File: src/rtl/control_pkg.sv
// Shared constants and types for the control-unit dispatcher.
// Holds the FSM class indices, default claim masks and the sequencer state encoding.
package control_pkg;

  localparam int unsigned N_FSM_DEF   = 4;
  localparam int unsigned CTRL_W_DEF  = 24;
  localparam int unsigned TIMEOUT_DEF = 15;

  localparam int unsigned FSM_LS  = 0;
  localparam int unsigned FSM_ALU = 1;
  localparam int unsigned FSM_BR  = 2;
  localparam int unsigned FSM_FP  = 3;

  localparam logic [31:0] MASK0_DEF = 32'h0000_2101;
  localparam logic [31:0] MASK1_DEF = 32'h0000_1EFE;
  localparam logic [31:0] MASK2_DEF = 32'h000F_C000;
  localparam logic [31:0] MASK3_DEF = 32'hFFF0_0000;

  typedef enum logic [2:0] {
    StIdle,
    StDispatch,
    StRun,
    StRetire,
    StFault
  } state_e;

endpackage

File: src/rtl/priority_grant.sv
// Lowest-index-wins priority encoder: one-hot grant, binary index and an empty flag.
module priority_grant #(
  parameter int unsigned N   = 4,
  parameter int unsigned IdW = (N > 1) ? $clog2(N) : 1
) (
  input  logic [N-1:0]   req_i,
  output logic [N-1:0]   grant_o,
  output logic [IdW-1:0] id_o,
  output logic           none_valid_o
);

  always_comb begin
    grant_o      = '0;
    id_o         = '0;
    none_valid_o = ~|req_i;
    // Scan downwards so the lowest requester is the last (winning) assignment.
    for (int i = int'(N) - 1; i >= 0; i--) begin
      if (req_i[i]) begin
        grant_o    = '0;
        grant_o[i] = 1'b1;
        id_o       = IdW'(i);
      end
    end
  end

endmodule

File: src/rtl/control_dispatcher.sv
// Control-unit sequencer: routes each decoded instruction to one class FSM, forwards
// its control bundle while it runs, counts retirements and traps illegal codes or hangs.
module control_dispatcher
  import control_pkg::*;
#(
  parameter int unsigned N_FSM   = N_FSM_DEF,
  parameter int unsigned CTRL_W  = CTRL_W_DEF,
  parameter logic [31:0] MASK0   = MASK0_DEF,
  parameter logic [31:0] MASK1   = MASK1_DEF,
  parameter logic [31:0] MASK2   = MASK2_DEF,
  parameter logic [31:0] MASK3   = MASK3_DEF,
  parameter int unsigned TIMEOUT = TIMEOUT_DEF,
  localparam int unsigned IdW    = (N_FSM > 1) ? $clog2(N_FSM) : 1
) (
  input  logic                    clk_i,
  input  logic                    reset_i,
  input  logic [31:0]             code_i,
  input  logic                    decode_valid_i,
  input  logic [N_FSM*CTRL_W-1:0] fsm_ctrl_i,
  input  logic [N_FSM-1:0]        fsm_done_i,
  output logic [N_FSM-1:0]        fsm_start_o,
  output logic [CTRL_W-1:0]       ctrl_out_o,
  output logic [IdW-1:0]          active_id_o,
  output logic                    busy_o,
  output logic                    retire_o,
  output logic                    illegal_o,
  output logic                    timeout_err_o,
  output logic [63:0]             instret_o
);

  localparam int unsigned CntW = $clog2(TIMEOUT + 1);
  localparam logic [3:0][31:0] MaskTab = {MASK3, MASK2, MASK1, MASK0};

  state_e            state_q, state_d;
  logic [31:0]       code_q, code_d;
  logic [IdW-1:0]    id_q, id_d;
  logic [N_FSM-1:0]  start_q, start_d;
  logic [CntW-1:0]   run_cnt_q, run_cnt_d;
  logic              retire_q, retire_d;
  logic              illegal_q, illegal_d;
  logic              timeout_q, timeout_d;
  logic [63:0]       instret_q, instret_d;

  logic [N_FSM-1:0]  claim;
  logic [N_FSM-1:0]  grant_oh;
  logic [IdW-1:0]    grant_id;
  logic              none_claim;

  for (genvar i = 0; i < N_FSM; i++) begin : g_claim
    if (i < 4) begin : g_mask
      assign claim[i] = |(code_q & MaskTab[i]);
    end else begin : g_nomask
      assign claim[i] = 1'b0;
    end
  end

  priority_grant #(
    .N   (N_FSM),
    .IdW (IdW)
  ) u_grant (
    .req_i        (claim),
    .grant_o      (grant_oh),
    .id_o         (grant_id),
    .none_valid_o (none_claim)
  );

  always_ff @(posedge clk_i) begin
    if (reset_i) begin
      state_q   <= StIdle;
      code_q    <= '0;
      id_q      <= '0;
      start_q   <= '0;
      run_cnt_q <= '0;
      retire_q  <= 1'b0;
      illegal_q <= 1'b0;
      timeout_q <= 1'b0;
      instret_q <= '0;
    end else begin
      state_q   <= state_d;
      code_q    <= code_d;
      id_q      <= id_d;
      start_q   <= start_d;
      run_cnt_q <= run_cnt_d;
      retire_q  <= retire_d;
      illegal_q <= illegal_d;
      timeout_q <= timeout_d;
      instret_q <= instret_d;
    end
  end

  always_comb begin
    state_d   = state_q;
    code_d    = code_q;
    id_d      = id_q;
    start_d   = '0;
    run_cnt_d = run_cnt_q;
    retire_d  = 1'b0;
    illegal_d = illegal_q;
    timeout_d = timeout_q;
    instret_d = instret_q;
    unique case (state_q)
      StIdle: begin
        if (decode_valid_i) begin
          code_d  = code_i;
          state_d = StDispatch;
        end
      end
      StDispatch: begin
        run_cnt_d = '0;
        if (none_claim) begin
          illegal_d = 1'b1;
          state_d   = StFault;
        end else begin
          id_d    = grant_id;
          start_d = grant_oh;
          state_d = StRun;
        end
      end
      StRun: begin
        // Done wins even on the last allowed cycle.
        if (fsm_done_i[id_q]) begin
          state_d = StRetire;
        end else if (run_cnt_q == CntW'(TIMEOUT - 1)) begin
          timeout_d = 1'b1;
          state_d   = StFault;
        end else begin
          run_cnt_d = run_cnt_q + 1'b1;
        end
      end
      StRetire: begin
        retire_d  = 1'b1;
        instret_d = instret_q + 64'd1;
        state_d   = StIdle;
      end
      StFault: begin
        state_d = StFault;
      end
      default: begin
        state_d = StIdle;
      end
    endcase
  end

  always_comb begin
    ctrl_out_o = '0;
    if (state_q == StRun) begin
      ctrl_out_o = fsm_ctrl_i[int'(id_q) * CTRL_W +: CTRL_W];
    end
    busy_o = (state_q == StDispatch) || (state_q == StRun) || (state_q == StRetire);
  end

  assign fsm_start_o   = start_q;
  assign active_id_o   = id_q;
  assign retire_o      = retire_q;
  assign illegal_o     = illegal_q;
  assign timeout_err_o = timeout_q;
  assign instret_o     = instret_q;

endmodule

File: config.mk
export PLATFORM = sky130hd
export DESIGN_NAME = control_dispatcher
export DESIGN_NICKNAME = d
export VERILOG_FILES = /design/src/rtl/control_pkg.sv /design/src/rtl/priority_grant.sv /design/src/rtl/control_dispatcher.sv
export SDC_FILE = /design/constraint.sdc
export NUM_CORES = 1
export LEC_CHECK = 0
export CORE_MARGIN = 5
export CORE_UTILIZATION = 44
export CTS_CLUSTER_DIAMETER = 80
export DETAILED_ROUTE_END_ITERATION = 12
export GPL_ROUTABILITY_DRIVEN = 0
export PLACE_DENSITY = 0.81
export SKIP_LAST_GASP = 1
export SLEW_MARGIN = 20
export SYNTH_ARGS = -nofsm -noshare
export SYNTH_HDL_FRONTEND = slang
export SYNTH_SLANG_ARGS = --single-unit
export TNS_END_PERCENT = 10
File: constraint.sdc
create_clock -name clk_i -period 2.65 [get_ports clk_i]
set_input_delay 0.3975 -clock clk_i [delete_from_list [all_inputs] [get_ports clk_i]]
set_output_delay 0.3975 -clock clk_i [all_outputs]
set_load 0.02 [all_outputs]
==> metrics.md, run 1 <==
| Metric | Value |
|---|---|
| Status | complete, but fails checks |
| Failing checks | setup timing |
| # port buffers | 232 |
| Mapped Cells | 661 |
| Setup WS pre-CTS | 0.2362 ns |
| Setup TNS | -0.02231 ns |
| Die width | 124.8 µm |
| PnR worst setup slack | -0.01941 ns |
| Final core occ | 0.6624 |
| Period utilization | 1.007 |
| Slowest stage delay, CP | 0.65 ns |
| R2R setup slack | 0.32 ns |
| Post-synthesis sequential area ratio | 0.3866 |
| Vias in the first global route | 5511 |
| DP Wirelength | 14030 µm |
| DIE AREA | 15580 µm² |
| Largest net degree at the start of global routing | 77 |
| # rows | 42 |
| Critical Path Start Type | flop |
| Synth Area in Compound Gates | 0.09968 |
| Fillers | 1087 |
| Mapped Area | 5799 µm² |
| Total grt overflow | 0 |
| Vias per inst | 5.470 |
| Xor/xnor share of the synthesized area | 0.05135 |
| Bufs and invs on worst path | 2 |
| Main combinational cell family by area after synthesis | simple AND/OR/NAND/NOR gates |
| Power Density | 450.2 nW/µm² |
| Post-Route WL | 18070 µm |
| CP Cell Sequence | or3b_2 -> buf_4 -> nor2b_1 -> clkdlybuf4s50_1 |
| Library cells used by synthesis | 52 |
| Synthesized flop and latch total | 112 |
| CP Capture Type | output pin |
| Reg-to-reg endpoint | instret_o[58] |
| Final Hold Vio Count | 0 |
| Final min period | 2.669 ns |
| DRC | 0 |
| Clock Path Buffers | 2 |
| CP top delay family | buffers and inverters |
| Min-delay src | illegal_o |
| Post-synth EDFFs | 0 |
| Async SR Flop Fraction | 0 |
| Clk slew on worst S/H paths | 0.07 ns |
| Worst-Margin Slew | 0.7902 ns |
| CP required | 2.25 ns |
| Final setup violation count | 2 |
| R2R depth | 6 |
| Fin. max-slew vios | 0 |
| CORE AREA | 13090 µm² |
| Crit path DAT | 2.27 ns |
| Clk Latency, worst-skew pair | 0.35 ns |
| MaxCap Viol Count | 0 |
| Syn nets | 799 |
| Vias | 5842 |
| Initial core utilization | 0.4432 |
| Worst hold endpoint | illegal_o |
| Post-CTS setup buffers | 0 |
| Synth Area in Adders | 0.006472 |
| Post-DRT Antenna Nets | 0 |
| Crit Path Category | flop to output pin |
| Critical path fanouts, max | 12 |
| Syn avg cell area | 8.774 µm² |
| Slew HR | 0.4732 |
| Hold Crit Class | flop to flop |
| Synth Area in Simple Gates | 0.3174 |
| Area grow syn2layout | 49.45% |
| Antenna cells | 0 |
| CTS Buf Count | 9 |
| Maximum clock frequency | 0.3746 GHz |
| Most used DFF post-synth | dfxtp_1 |
| First-pass GRT wire length | 29590 µm |
| Antenna violations before repair | 0 |
| Die Y-Extent | 124.8 µm |
| Leak Pwr | 0.003081 µW |
| Min-Delay Path Depth | 2 |
| Initial DRC Count | 382 |
| Drt first pass iters | 4 |
| Post-synthesis mux area share | 0.1064 |
| Peak supply drop | 0.3666 mV |
| Yosys warns | 0 |
| Sequential cell area | 2243 µm² |
| CTS tree | done |
| Layout cells sized above 1 | 0.09193 |
| WL/cell | 16.92 µm |
| RSZ-0062 raised after global routing | yes |
| RR Startpoint | instret_o[0] |
| Design area | 8667 µm² |
| H-tree depth | 3 |
| Clock root cell | clkbuf_16 |
| Combined area of the multi-input logic cells | 3371 µm² |
| Critical-path top delay cell | clkdlybuf4s50_1 |
| IO Count | 233 |
| Placed inst area | 8363 µm² |
| Nets | 1025 |
| Clock sink total | 112 |
| Worst Skew | 0.006992 ns |
| GRT Overall Usage | 0.2306 |
-- timing repair --
item | 4_1_cts | 5_1_grt
hold buffers | 0 | 0
gates resized for setup | 1 | 2
setup endpoints to repair | 12 | 20
-- cells in the mapped netlist, types with 2 or more instances --
library cell  instances  area share
a31o_2                2      0.0030
nor2_1               57       0.037
xnor2_1               8       0.012
nor4_1               10       0.011
nor3b_1               2      0.0026
and3_1               13       0.014
nand4_2               4      0.0086
mux2i_1               2      0.0035
nor2b_1              27       0.029
nand4_1              23       0.025
ha_1                  3      0.0065
dfxtp_1             112        0.39
nand3_2               2      0.0035
nor3_1               17       0.015
buf_1                 4      0.0026
and4_1                6      0.0091
and2_1                5      0.0054
nor4_4                5       0.018
mux2_2                2      0.0039
nand2_1              96       0.062
inv_1                 9      0.0058
or4_1                11       0.014
mux4_2               25       0.097
nand3_1              29       0.025
o31ai_1              10       0.013
xor2_1               26       0.039
a21oi_1              66       0.057
clkbuf_1             29       0.019
or3_1                15       0.016
buf_2                 2      0.0017
a21o_1                2      0.0026
o21ai_0              17       0.015
-- worst reg2reg max path: cells and delay by family (launching register included) --
kind	cells	cell delay (ns)
and+or+nand+nor	4	1.50
DFF	1	0.39
AOI/OAI and AO/OA	1	0.16
adders and majority gates	1	0.22
-- registers in the layout, summed over array words and instances (netlist names) --
register / count
active_id_o: 2
code_q: 32
fsm_start_o: 4
illegal_o: 1
instret_o: 64
retire_o: 1
run_cnt_q: 4
state_q: 3
timeout_err_o: 1
-- power by group --
part	switching, µW	internal (µW)	leakage [µW]	total [µW]
combinational	334	435	0.00202	769
clock	589	783	0.000150	1370
sequential	27.4	1730	0.000908	1760
total	950	2950	0.00308	3900
-- stage by stage --
step	hold WS, ns	power (µW)	instances
floorplan	0.4360	2208	661
global placement	0.4332	2561	1052
detailed placement	0.4460	2573	1052
CTS	0.4555	3948	1068
global route	0.4707	4081	1068
finish	0.4474	3902	1068
-- cell usage in the layout, fill, tap and decap left out, types with 11 or more instances in the layout --
cell type and count:
o21ai_0 17, and3_1 13, clkdlybuf4s50_1 228, or4_1 11, xor2_1 26, dfxtp_1 111
nor2_1 57, or3_1 15, nand2_1 96, nor2b_1 27, nand3_1 29, nor3_1 17
nand4_1 23, a21oi_1 66, buf_4 19, mux4_2 25
-- how the worst max path moves through the flow --
| stage | cells after the start | startpoint | end |
|---|---|---|---|
| 2_1_floorplan | 4 | active_id_o[0] | ctrl_out_o[10] |
| 6_report | 4 | state_q[1] | ctrl_out_o[20] |
| 3_5_place_dp | 4 | fsm_ctrl_i[73] | ctrl_out_o[1] |
| 5_1_grt | 4 | state_q[1] | ctrl_out_o[21] |
| 4_1_cts | 4 | state_q[1] | ctrl_out_o[20] |
| 3_3_place_gp | 4 | fsm_ctrl_i[73] | ctrl_out_o[1] |
-- kinds of logic (layout without fill, tap and decap cells) --
family | after synthesis | count (layout)
AND/OR/NAND/NOR | 332 | 332
flip-flops | 112 | 112
adder cells (fa/ha/maj) | 3 | 3
multiplexers | 30 | 30
buffers and inverters | 46 | 277
XOR/XNOR | 34 | 34
AO/OA/AOI/OAI | 104 | 104
-- cell type report --
cell class / instances / share of cell area
Sequential cell: 112 / 0.2588
Inverter: 9 / 0.003898
Clock inverter: 3 / 0.004620
Tap cell: 176 / 0.02541
Multi-Input combinational cell: 503 / 0.3889
Timing Repair Buffer: 252 / 0.2883
Clock buffer: 13 / 0.03003
-- metal layers --
| metal | wire (µm) | track usage |
|---|---|---|
| met5 | 0 | 0 |
| met1 | 7259 | 0.2940 |
| met2 | 8949 | 0.3858 |
| met3 | 1235 | 0.03602 |
| met4 | 625 | 0.1012 |
No activity file was read; power rests on OpenSTA's default activity.
==> run 2, diff against run 1 <==
- CORE_ASPECT_RATIO: not set -> 0.9
==> metrics.md, run 2 (synthesized netlist as in run 1, its figures left out) <==
| Metric | Value |
|---|---|
| Status | complete, no violations |
| IO Count | 233 (unchanged) |
| Die width | 131.0 µm (+5.0%) |
| CTS tree | done |
| RSZ-0062 raised after global routing | no |
| Die Y-Extent | 118.9 µm (-4.7%) |
| Fin Hold WS | 0.4543 ns (+0.006892 ns) |
| Post-Place Cells | 1041 (-1.0%) |
| Leak Pwr | 0.003057 µW (-0.77%) |
| Combined area of the multi-input logic cells | 3373 µm² (about the same) |
| Clock sink total | 112 (unchanged) |
| Placed inst area | 8368 µm² (about the same) |
| CP Cell Sequence | buf_12 -> mux4_2 -> nor2b_1 -> clkdlybuf4s50_1 |
| Slew HR | 0.5291 (+0.05595) |
| MaxCap Viol Count | 0 (unchanged) |
| Setup TNS | 0 ns (+0.02231 ns) |
| CP required | 2.25 ns (about the same) |
| Vias per inst | 5.430 (-0.74%) |
| # rows | 39 (-7.1%) |
| DIE AREA | 15580 µm² (about the same) |
| Clk Latency, worst-skew pair | 0.35 ns (about the same) |
| Critical path fanouts, max | 14 (+2) |
| Fillers | 1018 (-6.3%) |
| Critical Path Start Type | flop |
| Clock root cell | clkbuf_16 |
| Most frequent cells in the layout | 231 x clkdlybuf4s50_1, 111 x dfxtp_1, 96 x nand2_1, 66 x a21oi_1, 57 x nor2_1 |
| Worst-Margin Slew | 0.7063 ns (-0.08393 ns) |
| Cts hold-fix bufs | 0 (unchanged) |
| Initial core utilization | 0.4536 (+0.01041) |
| Crit Path Category | flop to output pin |
| Vias | 5750 (-1.6%) |
| Layout cells sized above 1 | 0.09284 (+0.0009129) |
| Sequential cell area | 2243 µm² (unchanged) |
| Crit path DAT | 2.17 ns (-0.10 ns) |
| WL/cell | 16.88 µm (-0.22%) |
| CTS Buf Count | 9 (unchanged) |
| # port buffers | 232 (unchanged) |
| Commonest non-fill, non-tap cell in the layout | clkdlybuf4s50_1 |
| Post-CTS setup buffers | 0 (unchanged) |
| Hold Crit Class | flop to flop |
| Total grt overflow | 0 (unchanged) |
| First-pass GRT wire length | 27670 µm (-6.5%) |
| CORE AREA | 12780 µm² (-2.3%) |
| Critical-path top delay cell | clkdlybuf4s50_1 |
| H-tree depth | 3 (unchanged) |
| Final min period | 2.569 ns (-0.1002 ns) |
| DRC | 0 (unchanged) |
| Maximum clock frequency | 0.3892 GHz (+3.9%) |
| Max reg flops | 64 (unchanged) |
| GRT Overall Usage | 0.2189 (-0.01173) |
| Slowest stage delay, CP | 0.56 ns (-0.09 ns) |
| Peak supply drop | 0.2623 mV (-28%) |
| Final Hold Vio Count | 0 (unchanged) |
| Design area | 8700 µm² (+0.38%) |
| Initial DRC Count | 311 (-19%) |
| Clk slew on worst S/H paths | 0.07 ns (about the same) |
| Fin. max-slew vios | 0 (unchanged) |
| Period utilization | 0.9695 (-0.03781) |
| Nets | 1027 (+0.20%) |
| Clock Path Buffers | 2 (unchanged) |
| Final setup violation count | 0 (-2) |
| Tot Pwr | 3921 µW (+0.47%) |
| Vias in the first global route | 5457 (-0.98%) |
| Post-Route WL | 17880 µm (-1.1%) |
| Post-DRT Antenna Nets | 0 (unchanged) |
| Layout Cells excl Fill | 1059 (-0.84%) |
| Antenna violations before repair | 1 (+1) |
| Worst Skew | 0.005401 ns (-0.001592 ns) |
| Area grow syn2layout | 50.01% |
| Power Density | 450.7 nW/µm² (about the same) |
| Drt first pass iters | 5 (+1) |
| DP Wirelength | 13630 µm (-2.8%) |
| CP Capture Type | output pin |
| Largest net degree at the start of global routing | 67 (-13%) |
## run 2: through the flow
step / setup WS (ns) / util
6_report: 0.08077 / 0.6805
5_1_grt: 0.001856 / 0.6805
4_1_cts: 0.04098 / 0.6783
3_5_place_dp: 0.2378 / 0.6545
3_3_place_gp: 0.2334 / 0.6545
2_1_floorplan: 0.2373 / -
## run 2: final cells by class
| cell class | count | share of cell area |
|---|---|---|
| multi-input combinational | 503 | 0.3877 |
| clock inverter | 2 | 0.004315 |
| timing repair buffer | 254 | 0.2920 |
| sequential | 112 | 0.2579 |
| antenna | 1 | 0.0002876 |
| clock buffer | 14 | 0.03035 |
| inverter | 9 | 0.003883 |
| tap | 164 | 0.02359 |
## run 2: critical path, delay by kind of cell (launching register included)
kind | cells | cell delay (ns)
and+or+nand+nor | 1 | 0.14
muxes | 1 | 0.52
DFF | 1 | 0.40
buffers and inverters | 2 | 0.75
## run 2: routing by layer
layer,global-route usage,part of all wire,wire length (µm)
met2,0.3658,0.49,8768
met1,0.2756,0.41,7409
met5,0,0,0
met3,0.04029,0.069,1231
met4,0.08997,0.026,469
## run 2: power by group
part | internal, µW | switching (µW)
sequential | 1730 | 29.0
clock | 787 | 591
combinational | 447 | 334
## run 2: final timing paths
kind / startpoint / to / slack, ns / cells after the start
setup / recovery: active_id_o[0] / ctrl_out_o[3] / 0.08 / 4
hold / removal: code_q[17] / code_q[17] / 0.45 / 2
setup reg to reg: active_id_o[0] / state_q[2] / 0.41 / 5
hold reg to reg: code_q[17] / code_q[17] / 0.45 / 2
## run 2: timing repair
item                                    4_1_cts  5_1_grt
cloned                                        0        1
gates resized for setup                       1        0
hold endpoints to repair                      0        0
endpoints found under the setup margin       13        5
==> run 3, diff against run 2 <==
- TNS_END_PERCENT: 10 -> not set
==> results of run 3 <==
Same layout as run 2: the final DEF is identical, and so are final timing and power.
